[src/rtl/rr_select_arb4_pkg.sv]
// Shared constants and the rotating-priority pick used by the 4-source arbiter.
package rr_select_arb4_pkg;

    localparam int NUM_SRC = 4;
    localparam int SEL_W   = 2;

    typedef struct packed {
        logic             found;
        logic [SEL_W-1:0] idx;
    } pick_t;

    // First set bit of req scanning ptr+1, ptr+2, ptr+3, ptr (mod 4).
    // The loop walks from the lowest priority slot to the highest so the
    // nearest requester after ptr overwrites any earlier candidate.
    function automatic pick_t rr_next(input logic [NUM_SRC-1:0] req,
                                      input logic [SEL_W-1:0]   ptr);
        pick_t            p;
        logic [SEL_W-1:0] cand;
        p.found = 1'b0;
        p.idx   = ptr;
        for (int k = NUM_SRC; k >= 1; k--) begin
            cand = ptr + SEL_W'(k);
            if (req[cand]) begin
                p.found = 1'b1;
                p.idx   = cand;
            end
        end
        return p;
    endfunction

endpackage

[src/rtl/rr_select_arb4.sv]
// Round-robin arbiter with burst locking driving the select of a registered
// 4-to-1 byte mux; q_valid lines up with the mux output register.
module rr_select_arb4
    import rr_select_arb4_pkg::*;
#(
    parameter int MAX_BURST = 4,
    parameter int CNT_W     = 4
) (
    input  logic               clk,
    input  logic               rst,
    input  logic [NUM_SRC-1:0] req,
    input  logic               out_ready,
    output logic [NUM_SRC-1:0] ack,
    output logic [SEL_W-1:0]   select,
    output logic               q_valid,
    output logic               busy
);

    localparam logic [CNT_W-1:0] MAX_CNT = CNT_W'(MAX_BURST);

    logic [SEL_W-1:0] last_sel_q, last_sel_d;
    logic [SEL_W-1:0] ptr_q, ptr_d;
    logic [SEL_W-1:0] owner_q, owner_d;
    logic [CNT_W-1:0] cnt_q, cnt_d;
    logic             busy_q, busy_d;
    logic             q_valid_q, q_valid_d;

    logic             lock;
    pick_t            pick;
    logic             win_vld;
    logic [SEL_W-1:0] win_idx;
    logic [CNT_W-1:0] next_cnt;

    // Winner selection: a live burst keeps its owner, otherwise rotate past ptr.
    // Grants are suppressed while reset is asserted so ack reads 0 immediately.
    always_comb begin
        lock    = busy_q & req[owner_q] & (cnt_q < MAX_CNT);
        pick    = rr_next(req, ptr_q);
        win_vld = ~rst & out_ready & (lock | pick.found);
        win_idx = lock ? owner_q : pick.idx;
        ack     = win_vld ? (NUM_SRC'(1) << win_idx) : '0;
        select  = win_vld ? win_idx : last_sel_q;
    end

    // Next-state: a transfer updates ownership and the burst count; a stall
    // (out_ready low) freezes everything so an interrupted burst resumes.
    always_comb begin
        last_sel_d = last_sel_q;
        ptr_d      = ptr_q;
        owner_d    = owner_q;
        cnt_d      = cnt_q;
        busy_d     = busy_q;
        q_valid_d  = 1'b0;
        next_cnt   = lock ? (cnt_q + CNT_W'(1)) : CNT_W'(1);
        if (win_vld) begin
            last_sel_d = win_idx;
            ptr_d      = win_idx;
            owner_d    = win_idx;
            cnt_d      = next_cnt;
            busy_d     = (next_cnt < MAX_CNT);
            q_valid_d  = 1'b1;
        end else if (out_ready && (req == '0)) begin
            busy_d = 1'b0;
            cnt_d  = '0;
        end
    end

    // State registers; ptr resets to 3 so source 0 has first priority.
    always_ff @(posedge clk or posedge rst) begin
        if (rst) begin
            last_sel_q <= '0;
            ptr_q      <= SEL_W'(NUM_SRC - 1);
            owner_q    <= '0;
            cnt_q      <= '0;
            busy_q     <= 1'b0;
            q_valid_q  <= 1'b0;
        end else begin
            last_sel_q <= last_sel_d;
            ptr_q      <= ptr_d;
            owner_q    <= owner_d;
            cnt_q      <= cnt_d;
            busy_q     <= busy_d;
            q_valid_q  <= q_valid_d;
        end
    end

    assign q_valid = q_valid_q;
    assign busy    = busy_q;

endmodule

[config.mk]
export PLATFORM = sky130hd
export DESIGN_NAME = rr_select_arb4
export DESIGN_NICKNAME = d
export VERILOG_FILES = /design/src/rtl/rr_select_arb4_pkg.sv /design/src/rtl/rr_select_arb4.sv
export SDC_FILE = /design/constraint.sdc
export NUM_CORES = 1
export LEC_CHECK = 0
export CORE_ASPECT_RATIO = 1.1
export CORE_MARGIN = 2
export CORE_UTILIZATION = 45
export CTS_BUF_LIST = sky130_fd_sc_hd__clkbuf_4 sky130_fd_sc_hd__clkbuf_8
export DETAILED_ROUTE_END_ITERATION = 10
export GPL_ROUTABILITY_DRIVEN = 0
export PLACE_DENSITY = 0.72
export SLEW_MARGIN = 10
export SYNTH_ARGS = -nofsm -noshare
export SYNTH_HDL_FRONTEND = slang
export SYNTH_SLANG_ARGS = --single-unit
[constraint.sdc]
create_clock -name clk -period 2.5 [get_ports clk]
set_clock_uncertainty 0.2 [all_clocks]
set_input_delay 0.375 -clock clk [delete_from_list [all_inputs] [get_ports clk]]
set_output_delay 0.375 -clock clk [all_outputs]
set_load 0.005 [all_outputs]
---- Word-level counts from Yosys, hierarchy flattened ----
Cells that the tools add are included.
storage, ports and cells
  register bits after elaboration ......... 12
  word-level logic and storage cells ...... 50
  output and inout bits ................... 8
operators by class
  add/sub/neg operators ................... 4
  bitwise logic cells ..................... 6
  $lt $le $gt $ge ......................... 7
  reduce and logical (&&, ||, !) cells .... 3
  muxes and demuxes ....................... 23
  shift-type cells ........................ 1
operator list
  kind                                                                  count
  4-bit 2-to-1 mux                                                      4
  2-bit by 3-bit < comparator with 1-bit output, second input constant  5
  3-bit 2-to-1 mux                                                      4
  1-bit binary-select mux with 2-bit select                             5
  4-bit by 3-bit < comparator with 1-bit output, second input constant  2
  1-bit 2-to-1 mux                                                      8
  2-bit adder, second input constant                                    2
  4-bit by 1-bit adder with 4-bit output, second input constant         1
  1-bit bitwise AND                                                     4
  4-bit zero test                                                       1
  2-bit 2-to-1 mux                                                      2
  1-bit by 2-bit << shifter with 4-bit output, first input constant     1
  2-bit by 1-bit adder with 2-bit output, second input constant         1
  2-bit nonzero test                                                    1
  1-bit logical AND                                                     1
  1-bit NOT                                                             1
  1-bit OR                                                              1

---- Longest topological paths before layout ----
  depth in word-level cells ............... 9
  gate-level depth with buffers ........... 6

---- Worst setup path before layout ----
No wires, ideal clock.
  path kind ............................... reg2out
  from .................................... register ptr_q[1]
  to ...................................... output port select[0]
  setup slack ............................. 0.296 ns
  buffers on the path ..................... 1
  data arrival time ....................... 1.629 ns
  stages on the path, launching flop included .. 7
  cells stage by stage .................... dfstp_2 buf_2 mux2i_1 nor2_1 or3_1 a211oi_1 a311oi_1
on the way
  longest elaborated chain between the ends .. 9
  elaborated cells on any way between the ends .. 19
ends and longest elaborated chain
  item                                                                                  line                                                RTL
  start: declaration                                                                    rr_select_arb4.sv:22                                logic [SEL_W-1:0] ptr_q, ptr_d;
  start signal: assignment                                                              rr_select_arb4.sv:72                                ptr_q <= SEL_W'(NUM_SRC - 1);
  start signal: assignment                                                              rr_select_arb4.sv:79                                ptr_q <= ptr_d;
  2-bit adder / 1-bit binary-select mux with 2-bit select (equally long branches)       rr_select_arb4_pkg.sv:22, rr_select_arb4_pkg.sv:23
  1-bit binary-select mux with 2-bit select / 1-bit 2-to-1 mux (equally long branches)  rr_select_arb4_pkg.sv:23                            if (req[cand]) begin
  1-bit 2-to-1 mux (not written as such) / 3-bit 2-to-1 mux (equally long branches)     rr_select_arb4_pkg.sv:23
  3-bit 2-to-1 mux (2 in a row)                                                         rr_select_arb4_pkg.sv:23
  3-bit 2-to-1 mux (*)                                                                  rr_select_arb4_pkg.sv:23
  1-bit OR                                                                              rr_select_arb4.sv:39                                win_vld = ~rst & out_ready & (lock | pick.found);
  1-bit bitwise AND                                                                     rr_select_arb4.sv:39
  2-bit 2-to-1 mux (*)                                                                  n/a
  end: declaration                                                                      rr_select_arb4.sv:14                                output logic [SEL_W-1:0] select,
Mark *: on every way between the ends. The rest lies on a longest branch, timed or not. The select of a mux whose other input is x is not followed.

---- Worst setup path after layout ----
Same ends and word-level chain as after synthesis.

==> results.md <==
* Outcome: finished, violations left
* Failing checks: negative setup slack
* Slew HR at 0.698
* All-layer global routing usage at 0.230
* First DRT Iteration DRCs at 10
* Ant diodes at 0
* Min Tclk post-route at 2.60 ns
* Cell area after layout at 1200 µm²
* Maximum VDD drop at 0.000545 V
* Layout net count at 127
* Initial core utilization at 0.480
* CTS Buffer Depth at 2
* Total power at 1.13 mW
* Vias in the first global route at 750
* Critical Path End Type: output port
* Fin. Hold Viols at 0
* Measured slew at the worst slew-check pin at 0.452 ns
* GRT overflow at 0
* Final Slew Violations at 0
* Final hold slack at 0.288 ns
* Largest net degree at the start of global routing at 13
* First-pass GRT wire length at 3320 µm
* Clock latency on the worst-skew pair at 0.27 ns
* Main combinational cell family by area after synthesis: compound AO/OA/AOI/OAI gates
* Most common cell after layout, fill and taps aside: buf_4
* Yosys cell types at 34
* CP required at 1.92 ns
* Residual DRC at 0
* Post-Synthesis Cells at 76
* Post-synth EDFFs at 0
* Total Wirelength at 2140 µm
* Top-area cell type share of the netlist area at 0.331
* Sequential share of the synthesized area at 0.400
* Yosys reg bits at 12
* ANT nets after route at 0
* Power Density at 946 nW/µm²
* Compound-gate portion of the synthesized area at 0.223
* Core area at 1580 µm²
* Synth Area in XOR/XNOR at 0.0116
* Mux contribution to synthesized area at 0.0876
* CP max FO at 3
* Via-to-Cell Ratio at 5.67
* Die Wd at 43.1 µm
* Port bufs at 14
* Pre-antenna DRT Iters at 4
* Row count at 15
* CP arrival at 2.03 ns
* Ys flop type: dfrtp_1
* Die Footprint at 2030 µm²
* Reg clk slew, reported paths at 0.07 ns
* Post-placement cell area at 1030 µm²
* Min-Delay Path Class: primary input to asynchronous set/reset pin
* Setup WS post-layout at -0.104 ns
* Fmax at 384 MHz
* Max-cap violations at 0
* Dpl ws at -0.533 ns
* Synthesized net count at 84
* Initial antenna violation count at 0
* Async SR Flop Fraction at 1.00
* Setup violators final at 3
* Synth Area in Adders at 0.0165
* Hpwl dp at 1340 µm
* Leak Pwr at 0.568 nW
* Crit share post-route at 1.04
* Syn avg cell area at 9.96 µm²
* CTS buffer count at 3
* Clk sinks at 12
* Avg WL per Cell at 15.8 µm
* Layout cells sized above 1 at 0.483
* IO Pins at 15
* Largest cells by area after synthesis: dfrtp_1 33%, dfstp_2 6.9%, a21o_1 5.0%
* Via count at 766
* Synth area leader: dfrtp_1
* Commonest cells after routing, fill and taps aside: 22 x buf_4, 9 x dfrtp_1, 7 x nor2_1
* Unrepaired setup endpoints after global routing: true
* Simple-gate share of the synthesized area at 0.213
* CTS tree: built
* Depth of the CTS H-tree at 1
* Yosys warns at 0
* Setup CP Type: register to output port
* Die Height at 47.0 µm
* CP Launch Type: register
* Area Growth Syn to Fin at 58.0%
* Clock root cell: clkbuf_4
* Worst R2R Setup Slack at 0.39 ns
* Post-Synthesis Cell Area at 757 µm²
## cells by family (layout without fill, tap and decap cells)
group | count (synthesis) | after routing
AOI/OAI and AO/OA | 22 | 22
xor gates and xnor gates | 1 | 1
adders and majority gates | 1 | 1
buffers and inverters | 7 | 49
DFF | 12 | 12
muxes | 5 | 5
and+or+nand+nor | 28 | 28
## final timing paths
check	from	endpoint	depth (start not counted)
worst max-delay path	ptr_q[1]	select[0]	6
worst min-delay path	rst	cnt_q[2]	3
worst max register to register	ptr_q[1]	ptr_q[0]	9
worst min register to register	last_sel_q[1]	last_sel_q[1]	1
max in group asynchronous	rst	ptr_q[1]	3
min in group clk	last_sel_q[1]	last_sel_q[1]	1
## area by class of cell
cell class,instances,area [µm²]
Tap cell,17,21.3
Fill cell,115,380
Sequential cell,12,304
Timing Repair Buffer,41,327
Multi-Input combinational cell,57,493
Clock buffer,4,36.3
Inverter,4,15.0
## synth_stat cells (2+ instances only)
cell      count
dfrtp_1      10
nor2_1        7
a21o_1        5
nand2_1       5
a32oi_1       4
inv_1         4
a21oi_1       3
mux2_2        3
nand2b_1      3
a311oi_1      2
a32o_1        2
buf_2         2
dfstp_2       2
nor3_1        2
nor3b_1       2
o21ai_0       2
## state kept, by name (all words and copies together), names as in the netlist
name / flops
busy: 1
cnt_q: 4
last_sel_q: 2
owner_q: 2
ptr_q: 2
q_valid: 1
## worst max-delay path, stage by stage (launching register included)
cell and delay [ns]:
dfstp_2 0.59, mux2i_1 0.22, nor2_1 0.07, or3_4 0.40, a211oi_4 0.24, a311oi_2 0.08, buf_2 0.15
## routing by layer
metal | global-route usage | routed length (µm)
met1 | 0.276 | 919
met3 | 0.0769 | 75
met4 | 0.0909 | 63
met5 | 0 | 0
met2 | 0.388 | 1080
## power breakdown
group	leakage, nW	internal [mW]	switching (mW)
clock	0.0210	0.0886	0.0614
sequential	0.146	0.265	0.0644
combinational	0.401	0.356	0.296
total	0.568	0.710	0.421
## metrics by stage
stage	utilization	cells	setup TNS (ns)
2_1_floorplan	-	76	0
3_3_place_gp	0.655	122	-2.86
3_5_place_dp	0.655	122	-2.93
4_1_cts	0.726	133	-0.0993
5_1_grt	0.759	135	-0.596
6_report	0.759	135	-0.249
## timing repair
action,CTS,global route
resized for setup,34,11
hold buffers,0,0
cloned,0,0
setup endpoints to repair,6,6
pin swaps,12,8
setup buffers,7,2
Power figures use the tool's default switching activity.
